`src/rtl/conv_sched_if.sv`:
```
// conv_sched_if: handshake and memory/MAC control bundle of the convolution
// sequencer. The scheduler side uses the master modport, the surrounding
// datapath (memories, MAC lanes, downstream sink) uses the slave modport.
interface conv_sched_if #(
  parameter int SIZE_X = 96,
  parameter int SIZE_F = 65,
  parameter int P      = 1
);
  localparam int POINTS = SIZE_X - SIZE_F + 1;
  localparam int PASSES = (POINTS + P - 1) / P;
  localparam int LX     = $clog2(SIZE_X);
  localparam int LF     = $clog2(SIZE_F);
  localparam int LY     = (PASSES > 1) ? $clog2(PASSES) : 1;
  localparam int LP     = (P > 1) ? $clog2(P) : 1;

  logic          x_valid;
  logic          x_ready;
  logic          x_wr_en;
  logic [LX-1:0] x_addr;
  logic [LF-1:0] f_addr;
  logic          acc_clear;
  logic          acc_en;
  logic          y_wr_en;
  logic [LY-1:0] y_wr_addr;
  logic [LY-1:0] y_rd_addr;
  logic [LP-1:0] y_lane_sel;
  logic          y_valid;
  logic          y_ready;

  modport master (
    input  x_valid, y_ready,
    output x_ready, x_wr_en, x_addr, f_addr, acc_clear, acc_en,
           y_wr_en, y_wr_addr, y_rd_addr, y_lane_sel, y_valid
  );

  modport slave (
    output x_valid, y_ready,
    input  x_ready, x_wr_en, x_addr, f_addr, acc_clear, acc_en,
           y_wr_en, y_wr_addr, y_rd_addr, y_lane_sel, y_valid
  );
endinterface

```
`src/rtl/conv_sched.sv`:
```
// conv_sched: sequencing controller for the 1-D convolution engine.
// Loads SIZE_X samples into x-memory, runs one pass of SIZE_F taps per group
// of P output points, waits for the MAC pipeline, stores lane results into the
// y buffers and finally streams the output points one word per two cycles.
// Optional feature macro: CONV_SCHED_DONE_EN adds `done` and `busy` outputs.
module conv_sched #(
  parameter int SIZE_X  = 96,
  parameter int SIZE_F  = 65,
  parameter int P       = 1,
  parameter int MAC_LAT = 3
) (
  input  logic         clk,
  input  logic         reset,
  conv_sched_if.master bus
`ifdef CONV_SCHED_DONE_EN
  ,
  output logic         done,
  output logic         busy
`endif
);
  localparam int POINTS = SIZE_X - SIZE_F + 1;
  localparam int PASSES = (POINTS + P - 1) / P;
  localparam int LX     = $clog2(SIZE_X);
  localparam int LF     = $clog2(SIZE_F);
  localparam int LY     = (PASSES > 1) ? $clog2(PASSES) : 1;
  localparam int LP     = (P > 1) ? $clog2(P) : 1;
  localparam int LM     = (MAC_LAT > 1) ? $clog2(MAC_LAT) : 1;
  localparam int LK     = (POINTS > 1) ? $clog2(POINTS) : 1;

  typedef enum logic [2:0] {
    ST_LOAD,
    ST_COMPUTE,
    ST_FLUSH,
    ST_STORE,
    ST_DRAIN
  } state_t;

  state_t        state;
  state_t        state_nxt;
  logic [LX-1:0] load_cnt;
  logic [LX-1:0] x_base;
  logic [LF-1:0] tap;
  logic [LM-1:0] flush_cnt;
  logic [LY-1:0] pass_idx;
  logic [LY-1:0] rd_addr;
  logic [LP-1:0] lane_sel;
  logic [LK-1:0] point_idx;
  logic          y_valid_q;
  logic          acc_en_q;

  logic x_acc;
  logic y_hs;
  logic load_last;
  logic tap_last;
  logic flush_last;
  logic pass_last;
  logic point_last;
  logic lane_last;

  assign x_acc      = bus.x_valid & (state == ST_LOAD);
  assign y_hs       = (state == ST_DRAIN) & y_valid_q & bus.y_ready;
  assign load_last  = (load_cnt == LX'(SIZE_X - 1));
  assign tap_last   = (tap == LF'(SIZE_F - 1));
  assign flush_last = (flush_cnt == LM'(MAC_LAT - 1));
  assign pass_last  = (pass_idx == LY'(PASSES - 1));
  assign point_last = (point_idx == LK'(POINTS - 1));
  assign lane_last  = (lane_sel == LP'(P - 1));

  assign bus.x_wr_en    = x_acc;
  assign bus.f_addr     = tap;
  assign bus.acc_en     = acc_en_q;
  assign bus.y_wr_addr  = pass_idx;
  assign bus.y_rd_addr  = rd_addr;
  assign bus.y_lane_sel = lane_sel;
  assign bus.y_valid    = y_valid_q;

  // State register; reset abandons any frame in progress and returns to LOAD.
  always_ff @(posedge clk or negedge reset) begin
    if (!reset) state <= ST_LOAD;
    else        state <= state_nxt;
  end

  // Next-state decode plus the state-dependent strobes and x address mux.
  always_comb begin
    state_nxt     = state;
    bus.x_ready   = 1'b0;
    bus.acc_clear = 1'b0;
    bus.y_wr_en   = 1'b0;
    bus.x_addr    = load_cnt;
    case (state)
      ST_LOAD: begin
        bus.x_ready   = 1'b1;
        bus.acc_clear = 1'b1;
        if (x_acc && load_last) state_nxt = ST_COMPUTE;
      end
      ST_COMPUTE: begin
        bus.x_addr = x_base + LX'(tap);
        if (tap_last) state_nxt = ST_FLUSH;
      end
      ST_FLUSH: begin
        if (flush_last) state_nxt = ST_STORE;
      end
      ST_STORE: begin
        bus.y_wr_en   = 1'b1;
        bus.acc_clear = 1'b1;
        state_nxt     = pass_last ? ST_DRAIN : ST_COMPUTE;
      end
      ST_DRAIN: begin
        bus.acc_clear = 1'b1;
        if (y_hs && point_last) state_nxt = ST_LOAD;
      end
      default: state_nxt = ST_LOAD;
    endcase
  end

  // Sample write address: advances only on accepted samples, wraps to 0 after the last.
  always_ff @(posedge clk or negedge reset) begin
    if (!reset) begin
      load_cnt <= '0;
    end else if (x_acc) begin
      load_cnt <= load_last ? '0 : load_cnt + LX'(1);
    end
  end

  // Pass sequencing: tap counter, MAC latency wait, pass index and lane-0 base address.
  always_ff @(posedge clk or negedge reset) begin
    if (!reset) begin
      tap       <= '0;
      flush_cnt <= '0;
      pass_idx  <= '0;
      x_base    <= '0;
      acc_en_q  <= 1'b0;
    end else begin
      acc_en_q <= (state == ST_COMPUTE);
      if (state == ST_COMPUTE) begin
        tap <= tap_last ? '0 : tap + LF'(1);
      end
      if (state == ST_FLUSH) begin
        flush_cnt <= flush_last ? '0 : flush_cnt + LM'(1);
      end
      if (state == ST_STORE) begin
        pass_idx <= pass_last ? '0 : pass_idx + LY'(1);
        x_base   <= pass_last ? '0 : x_base + LX'(P);
      end
    end
  end

  // Output streaming: present an address, raise valid one cycle later, advance on handshake.
  always_ff @(posedge clk or negedge reset) begin
    if (!reset) begin
      y_valid_q <= 1'b0;
      point_idx <= '0;
      rd_addr   <= '0;
      lane_sel  <= '0;
    end else if (state == ST_DRAIN) begin
      if (!y_valid_q) begin
        y_valid_q <= 1'b1;
      end else if (y_hs) begin
        y_valid_q <= 1'b0;
        if (point_last) begin
          point_idx <= '0;
          rd_addr   <= '0;
          lane_sel  <= '0;
        end else begin
          point_idx <= point_idx + LK'(1);
          if (lane_last) begin
            lane_sel <= '0;
            rd_addr  <= rd_addr + LY'(1);
          end else begin
            lane_sel <= lane_sel + LP'(1);
          end
        end
      end
    end
  end

`ifdef CONV_SCHED_DONE_EN
  // Frame status: busy from the first accepted sample, done pulses after the final output handshake.
  always_ff @(posedge clk or negedge reset) begin
    if (!reset) begin
      done <= 1'b0;
      busy <= 1'b0;
    end else begin
      done <= y_hs & point_last;
      if (y_hs && point_last) busy <= 1'b0;
      else if (x_acc)         busy <= 1'b1;
    end
  end
`endif

endmodule

```
`src/flat_wrapper.sv`:
```
// flat-port wrapper written by rule: the top's interface ports become plain ports
module conv_sched_flat 
#(
  parameter int SIZE_X  = 96,
  parameter int SIZE_F  = 65,
  parameter int P       = 1,
  parameter int MAC_LAT = 3
)
  (clk, reset, bus_x_valid, bus_y_ready, bus_x_ready, bus_x_wr_en, bus_x_addr, bus_f_addr, bus_acc_clear, bus_acc_en, bus_y_wr_en, bus_y_wr_addr, bus_y_rd_addr, bus_y_lane_sel, bus_y_valid);
  conv_sched_if #(.SIZE_X(SIZE_X), .SIZE_F(SIZE_F), .P(P)) bus_i ();
  input  logic clk;
  input  logic reset;
  input wire logic [$bits(bus_i.x_valid)-1:0] bus_x_valid;
  input wire logic [$bits(bus_i.y_ready)-1:0] bus_y_ready;
  output wire logic [$bits(bus_i.x_ready)-1:0] bus_x_ready;
  output wire logic [$bits(bus_i.x_wr_en)-1:0] bus_x_wr_en;
  output wire logic [$bits(bus_i.x_addr)-1:0] bus_x_addr;
  output wire logic [$bits(bus_i.f_addr)-1:0] bus_f_addr;
  output wire logic [$bits(bus_i.acc_clear)-1:0] bus_acc_clear;
  output wire logic [$bits(bus_i.acc_en)-1:0] bus_acc_en;
  output wire logic [$bits(bus_i.y_wr_en)-1:0] bus_y_wr_en;
  output wire logic [$bits(bus_i.y_wr_addr)-1:0] bus_y_wr_addr;
  output wire logic [$bits(bus_i.y_rd_addr)-1:0] bus_y_rd_addr;
  output wire logic [$bits(bus_i.y_lane_sel)-1:0] bus_y_lane_sel;
  output wire logic [$bits(bus_i.y_valid)-1:0] bus_y_valid;
  assign bus_i.x_valid = bus_x_valid;
  assign bus_i.y_ready = bus_y_ready;
  assign bus_x_ready = bus_i.x_ready;
  assign bus_x_wr_en = bus_i.x_wr_en;
  assign bus_x_addr = bus_i.x_addr;
  assign bus_f_addr = bus_i.f_addr;
  assign bus_acc_clear = bus_i.acc_clear;
  assign bus_acc_en = bus_i.acc_en;
  assign bus_y_wr_en = bus_i.y_wr_en;
  assign bus_y_wr_addr = bus_i.y_wr_addr;
  assign bus_y_rd_addr = bus_i.y_rd_addr;
  assign bus_y_lane_sel = bus_i.y_lane_sel;
  assign bus_y_valid = bus_i.y_valid;
  conv_sched #(.SIZE_X(SIZE_X), .SIZE_F(SIZE_F), .P(P), .MAC_LAT(MAC_LAT)) u_core (.clk(clk), .reset(reset), .bus(bus_i));
endmodule
```
`config.mk`:
```
export PLATFORM = sky130hd
export DESIGN_NAME = conv_sched_flat
export DESIGN_NICKNAME = d
export VERILOG_FILES = /design/src/rtl/conv_sched_if.sv /design/src/rtl/conv_sched.sv /design/src/flat_wrapper.sv
export SDC_FILE = /design/constraint.sdc
export NUM_CORES = 1
export LEC_CHECK = 0
export ABC_AREA = 1
export CORE_MARGIN = 1.5
export CORE_UTILIZATION = 50
export DETAILED_ROUTE_END_ITERATION = 6
export PLACE_DENSITY = 0.82
export SYNTH_ARGS = -nofsm -noshare
export SYNTH_HDL_FRONTEND = slang
export SYNTH_SLANG_ARGS = --single-unit
```
`constraint.sdc`:
```
create_clock -name clk -period 2.1 [get_ports clk]
set_input_delay 0.63 -clock clk [delete_from_list [all_inputs] [get_ports clk]]
set_output_delay 0.63 -clock clk [all_outputs]
set_load 0.005 [all_outputs]
```
==> flow_summary.toml, run 1 <==
[hold_path]
hp-class = "primary input to asynchronous set/reset pin"

[yosys]
synth_xor_area_share_pct = 4.73
synthFlopType = "dfrtp_1"
synth_most_common_cell = "nand2_1"
syn_nets = 349
syn_inst = 329
synth_top_family_by_area = "simple AND/OR/NAND/NOR gates"
yosysTopAreaCell = "dfrtp_1"
synth_area_per_cell_um2 = 7.88
synth_edf_count = 0
ys_ff_latch = 43
yosysWarningCount = 0
synthArstFlopShare_pct = 100
synth_top_area_share_pct = 41.5
synth_adder_area_share_pct = 8.01
ys_types = 31
synth_common_cells = "nand2_1 (80), dfrtp_1 (43), inv_1 (40), nand3_1 (37), nor2_1 (21)"
synth_seq_area_share_pct = 41.5
synthMuxAreaShare_pct = 0
yosys.area_share.simple_pct = 28.5
netlist_area_um2 = 2590
synth_compound_area_share_pct = 8.54
synth_area_leaders = "dfrtp_1 (42%), nand2_1 (12%), ha_1 (7.2%), nand3_1 (7.1%), inv_1 (5.8%)"

[routing]
first_iter_violations = 227
drc = 0
antenna_left = 0
dr.pass1.iters = 4
vias = 2470
post_drt_wl_per_cell_um = 13.1
via_per_inst = 5.18
wl_um = 6230

[global_route]
antenna_found_initial = 0
first_global_vias = 2416
overflow = 0
grt_max_degree = 44
grt_usage_pct = 24.6
grt_pass1_wl_um = 10400

[sta]
hold_viol = 0
fmax_mhz = 394
setup_violations = 6
slew_headroom_pct = 62.9
slew_viol_final = 0
max_slew.worst_pin.slew_ns = 0.557
layout_worst_path_cycle_share_pct = 121
layout_min_cycle_time_ns = 2.54
clock_skew_ns = 0.00763
finalSetupTns_ns = -1.76
rsz0062_at_grt = "yes"
setup_ws_ns = -0.438
holdWs_ns = 0.401

[clock_tree]
postCtsHoldBufs = 0
cts.sinks = 43
clockBufferDepth = 2
htree_levels = 2
clk_pin_slew_ns = 0.08
clock-root-buffer = "clkbuf_8"
clkLatencyLatePin_ns = 0.30
cts_made_buffers = 5
cts_tree = "yes"

[power_and_ir_drop]
power_density_nw_per_um2 = 1130
combPwrFrac_pct = 55.6
p_leak_uw = 0.00177
power_frac_seq_pct = 31.3
clockPowerShare_pct = 13.1
intPower_uw = 2320
vdd_drop_max_mv = 0.513
power_uw = 3900
p_sw_uw = 1570
switching_share_pct = 40.4

[status]
violations = "setup timing"
status = "finished with violations"

[worst_setup_path]
end_kind = "primary output"
cp-start-kind = "flop"
crit_required_ns = 1.47
crit_cells = 8
criticalPathCategory = "flop to primary output"
rr_worst_depth = 10
arrival_ns = 1.91
crit_path_max_incr_delay_ns = 0.40
crit_path_cell_trace = "ha_2 -> fa_2 -> buf_6 -> a21oi_4 -> xnor2_2 -> nand2_1 -> nand2_1 -> buf_2"
reg2reg_setup_slack_ns = 0.39
critical-path-top-delay-family = "adder cells"
crit_slowest_cell = "dfrtp_1"
cp_common_cell = "nand2_1"
path_buf_inv = 2
cp_max_fo = 3

[final_layout]
nets = 426
syn2layout_area_growth_pct = 33.1
antenna_cells = 0
multi_input_area_um2 = 1410
utilization_pct = 68.4
num-fill-cells = 367
drive_gt1_share_pct = 24.1
design_area_um2 = 3450
regArea_um2 = 1080

[die]
dieArea_um2 = 5630
core_um2 = 5040
start_util_pct = 51.4
die_h_um = 75.0
die_w_um = 75.0
num_rows = 26
io_pins = 35

[placement]
placed_cell_area_um2 = 3190
hpwlAfterDp_um = 4320
gp_congestion = 0.889
port_buffers = 33

[flow_run]
maxCapViolations = 0
==> kinds of logic after synthesis <==
group / count (synthesis)
AND/OR/NAND/NOR: 161
buffers and inverters: 52
flip-flops: 43
AO/OA/AOI/OAI: 42
adder cells (fa/ha/maj): 16
XOR/XNOR: 14
other: 1
==> worst register-to-register path, stage by stage (launching register included) <==
cell     delay (ns)
dfrtp_1        0.38
buf_4          0.13
buf_4          0.14
nor2_4         0.12
buf_6          0.11
nand2_2        0.05
buf_4          0.15
nor2_4         0.18
inv_1          0.15
a21oi_1        0.14
nor2_1         0.05
==> timing repair <==
item	CTS	global route
pin swaps	21	8
setup buffers	12	1
gates cloned	0	0
setup endpoints to repair	11	9
resized for setup	55	12
==> layout make-up <==
type	instances	share of cell area (%)
Clock buffer	7	2.21
Clock inverter	1	0.145
Inverter	45	4.97
Multi-Input combinational cell	234	41.0
Sequential cell	43	31.2
Tap cell	70	2.54
Timing Repair Buffer	77	18.0
==> sequential cells by signal, indices dropped and copies added (netlist names) <==
name,count
u_core.bus.acc_en,1
u_core.bus.f_addr,7
u_core.bus.y_rd_addr,5
u_core.bus.y_valid,1
u_core.bus.y_wr_addr,5
u_core.flush_cnt,2
u_core.load_cnt,7
u_core.point_idx,5
u_core.state,3
u_core.x_base,7
==> final timing paths <==
path                                startpoint                      end
setup / recovery              u_core.x_base[0]            bus_x_addr[4]
hold / removal                           reset  u_core.bus.y_wr_addr[3]
setup reg to reg               u_core.state[0]      u_core.point_idx[2]
hold reg to reg            u_core.point_idx[4]      u_core.point_idx[4]
max in group asynchronous                reset       u_core.load_cnt[4]
min in group clk           u_core.point_idx[4]      u_core.point_idx[4]
==> layout by cell type (no fill, tap or decap), types with 6 or more instances in the layout <==
cell,synthesis,final
xor2_1,6,6
inv_2,4,7
inv_1,40,36
buf_2,3,9
nand4_1,8,8
xnor2_1,8,7
o21ai_1,8,8
a21oi_1,17,14
dfrtp_1,43,43
nor2_1,21,21
o21ai_0,15,15
buf_4,3,40
ha_1,15,11
nand2_1,80,77
clkdlybuf4s50_1,0,21
nand3_1,37,32
==> power groups by stage <==
stage | sequential (µW) | combinational [µW] | clock, µW
global route | 1250 | 2400 | 553
finish | 1220 | 2170 | 511
global placement | 1220 | 1830 | 0
CTS | 1220 | 2070 | 523
floorplan | 1260 | 980 | 0
detailed placement | 1230 | 1900 | 0
==> stage by stage <==
step / cells / worst slack (ns)
floorplan: 329 / 0.0338
global placement: 456 / -0.372
detailed placement: 456 / -0.408
CTS: 476 / -0.454
global route: 477 / -0.523
finish: 477 / -0.438
==> routing by layer <==
| metal | vias up | wire, µm | global-route usage (%) |
|---|---|---|---|
| met2 | 73 | 3180 | 42.3 |
| li1 | 1219 | - | - |
| met4 | 0 | 151 | 11.9 |
| met3 | 15 | 257 | 4.42 |
| met5 | - | 0 | 0 |
| met1 | 1163 | 2640 | 29.7 |
No activity file was read; power rests on OpenSTA's default activity.
==> run 2: changes to the inputs <==
--- a/config.mk
+++ b/config.mk
@@ -7,9 +7,10 @@
 export LEC_CHECK = 0
 export ABC_AREA = 1
 export CORE_MARGIN = 1.5
-export CORE_UTILIZATION = 50
+export CORE_UTILIZATION = 34
 export DETAILED_ROUTE_END_ITERATION = 6
-export PLACE_DENSITY = 0.82
+export PLACE_DENSITY = 0.61
+export SKIP_CTS_REPAIR_TIMING = 1
 export SYNTH_ARGS = -nofsm -noshare
 export SYNTH_HDL_FRONTEND = slang
 export SYNTH_SLANG_ARGS = --single-unit
==> run 2 against run 1 <==
The flow still finishes with violations (setup timing); clock skew is 0.0021 ns higher; final cell count is 5.7% higher; utilization is 21 points lower; count of clock-buffer cells in the layout is 1 lower; highest routed layer unchanged.
==> flow_summary.toml, run 2 (synthesis gave the netlist of run 1 again) <==
[clock_tree]
htree_levels = 2
clockBufferDepth = 2
clk_pin_slew_ns = 0.08
clkLatencyLatePin_ns = 0.29
cts_tree = "yes"
cts.sinks = 43
cts_made_buffers = 5
clock-root-buffer = "clkbuf_8"

[final_layout]
drive_gt1_share_pct = 22.2
regArea_um2 = 1080
multi_input_area_um2 = 1420
finalNonFillerCells = 504
antenna_cells = 0
nets = 426
final_common_cell = "nand2_1"
layout_common_cells = "nand2_1 (79), dfrtp_1 (42), buf_4 (41), inv_1 (38), nand3_1 (33)"
num-fill-cells = 717
syn2layout_area_growth_pct = 35.2

[placement]
gp_congestion = 0.821
hpwlAfterDp_um = 4520
port_buffers = 33
dp.cells = 489

[sta]
max_slew.worst_pin.slew_ns = 0.569
fmax_mhz = 402
rsz0062_at_grt = "yes"
setup_ws_ns = -0.388
finalSetupTns_ns = -1.71
slew_viol_final = 0
slew_headroom_pct = 62.1
setup_violations = 6
layout_min_cycle_time_ns = 2.49
layout_worst_path_cycle_share_pct = 118
hold_viol = 0
clock_skew_ns = 0.00977

[global_route]
overflow = 0
grt_max_degree = 44
antenna_found_initial = 0
grt_usage_pct = 15.3
grt_pass1_wl_um = 10200
first_global_vias = 2298

[routing]
wl_um = 6190
drc = 0
via_per_inst = 4.74
post_drt_wl_per_cell_um = 12.3
dr.pass1.iters = 4
antenna_left = 0
vias = 2390
first_iter_violations = 123

[power_and_ir_drop]
power_uw = 3870
power_density_nw_per_um2 = 1110
vdd_drop_max_mv = 0.403
p_leak_uw = 0.00179

[worst_setup_path]
crit_slowest_cell = "dfrtp_2"
cp_max_fo = 3
r2r-start = "u_core.bus.y_wr_addr[0]"
reg2reg_setup_slack_ns = 0.39
crit_required_ns = 1.47
rr_worst_depth = 7
criticalPathCategory = "flop to primary output"
crit_path_cell_trace = "buf_4 -> fa_2 -> buf_6 -> a21oi_4 -> xnor2_1 -> nand2_1 -> nand2_1 -> clkbuf_2"
crit_start = "u_core.bus.f_addr[1]"
cp_common_cell = "nand2_1"
rr_endpoint = "u_core.state[2]"
crit_end = "bus_x_addr[4]"
arrival_ns = 1.86
cp-start-kind = "flop"
end_kind = "primary output"
crit_path_max_incr_delay_ns = 0.43

[die]
die_h_um = 90.3
die_w_um = 90.3
dieArea_um2 = 8160
start_util_pct = 35.4
num_rows = 31
io_pins = 35
core_um2 = 7330

[hold_path]
hp-class = "primary input to asynchronous set/reset pin"

[flow_run]
maxCapViolations = 0

[status]
status = "finished with violations"
violations = "setup timing"
## run 2: layout make-up
type,count,area share [%]
inverter,45,4.89
tap,99,3.53
timing repair buffer,77,18.3
sequential,43,30.7
clock buffer,6,2.07
multi-input combinational,234,40.5
## run 2: where the power goes
group          internal (µW)  leakage [µW]  switching [µW]
Clock                    222     0.0000371             274
Sequential              1030      0.000551             209
Combinational           1070       0.00120            1070
Total                   2320       0.00179            1550
## run 2: critical path: cells and delay by family, from the launching register on
family | cells | cell delay [ns]
and+or+nand+nor | 2 | 0.12
adders and majority gates | 1 | 0.40
xor gates and xnor gates | 1 | 0.12
AOI/OAI and AO/OA | 1 | 0.11
DFF | 1 | 0.43
buffers and inverters | 3 | 0.37
## run 2: metrics by stage
stage          worst slack [ns]  cell area [µm²]  hold slack [ns]  util [%]
3_5_place_dp             -0.404             3260            0.482      44.4
6_report                 -0.388             3510            0.391      47.8
4_1_cts                  -0.737             3330            0.431      45.4
3_3_place_gp             -0.390             3260            0.465      44.4
5_1_grt                  -0.480             3510            0.459      47.8
2_1_floorplan            0.0338             2600            0.334         -
## run 2: how the worst min path moves through the flow
stage / startpoint / to / depth (start not counted)
after floorplan: reset / u_core.bus.acc_en / 0
after global placement: u_core.point_idx[4] / u_core.point_idx[4] / 2
after detailed placement: u_core.point_idx[4] / u_core.point_idx[4] / 2
after CTS: reset / u_core.load_cnt[1] / 2
after global routing: reset / u_core.load_cnt[2] / 2
final: reset / u_core.load_cnt[1] / 2
## run 2: per-layer routing
metal | track usage, % | vias to the layer above | part of all wire, %
li1 | - | 1218 | -
met1 | 19.0 | 1116 | 44
met2 | 26.6 | 46 | 51
met3 | 2.78 | 10 | 3.6
met4 | 5.42 | 0 | 1.5
met5 | 0 | - | 0
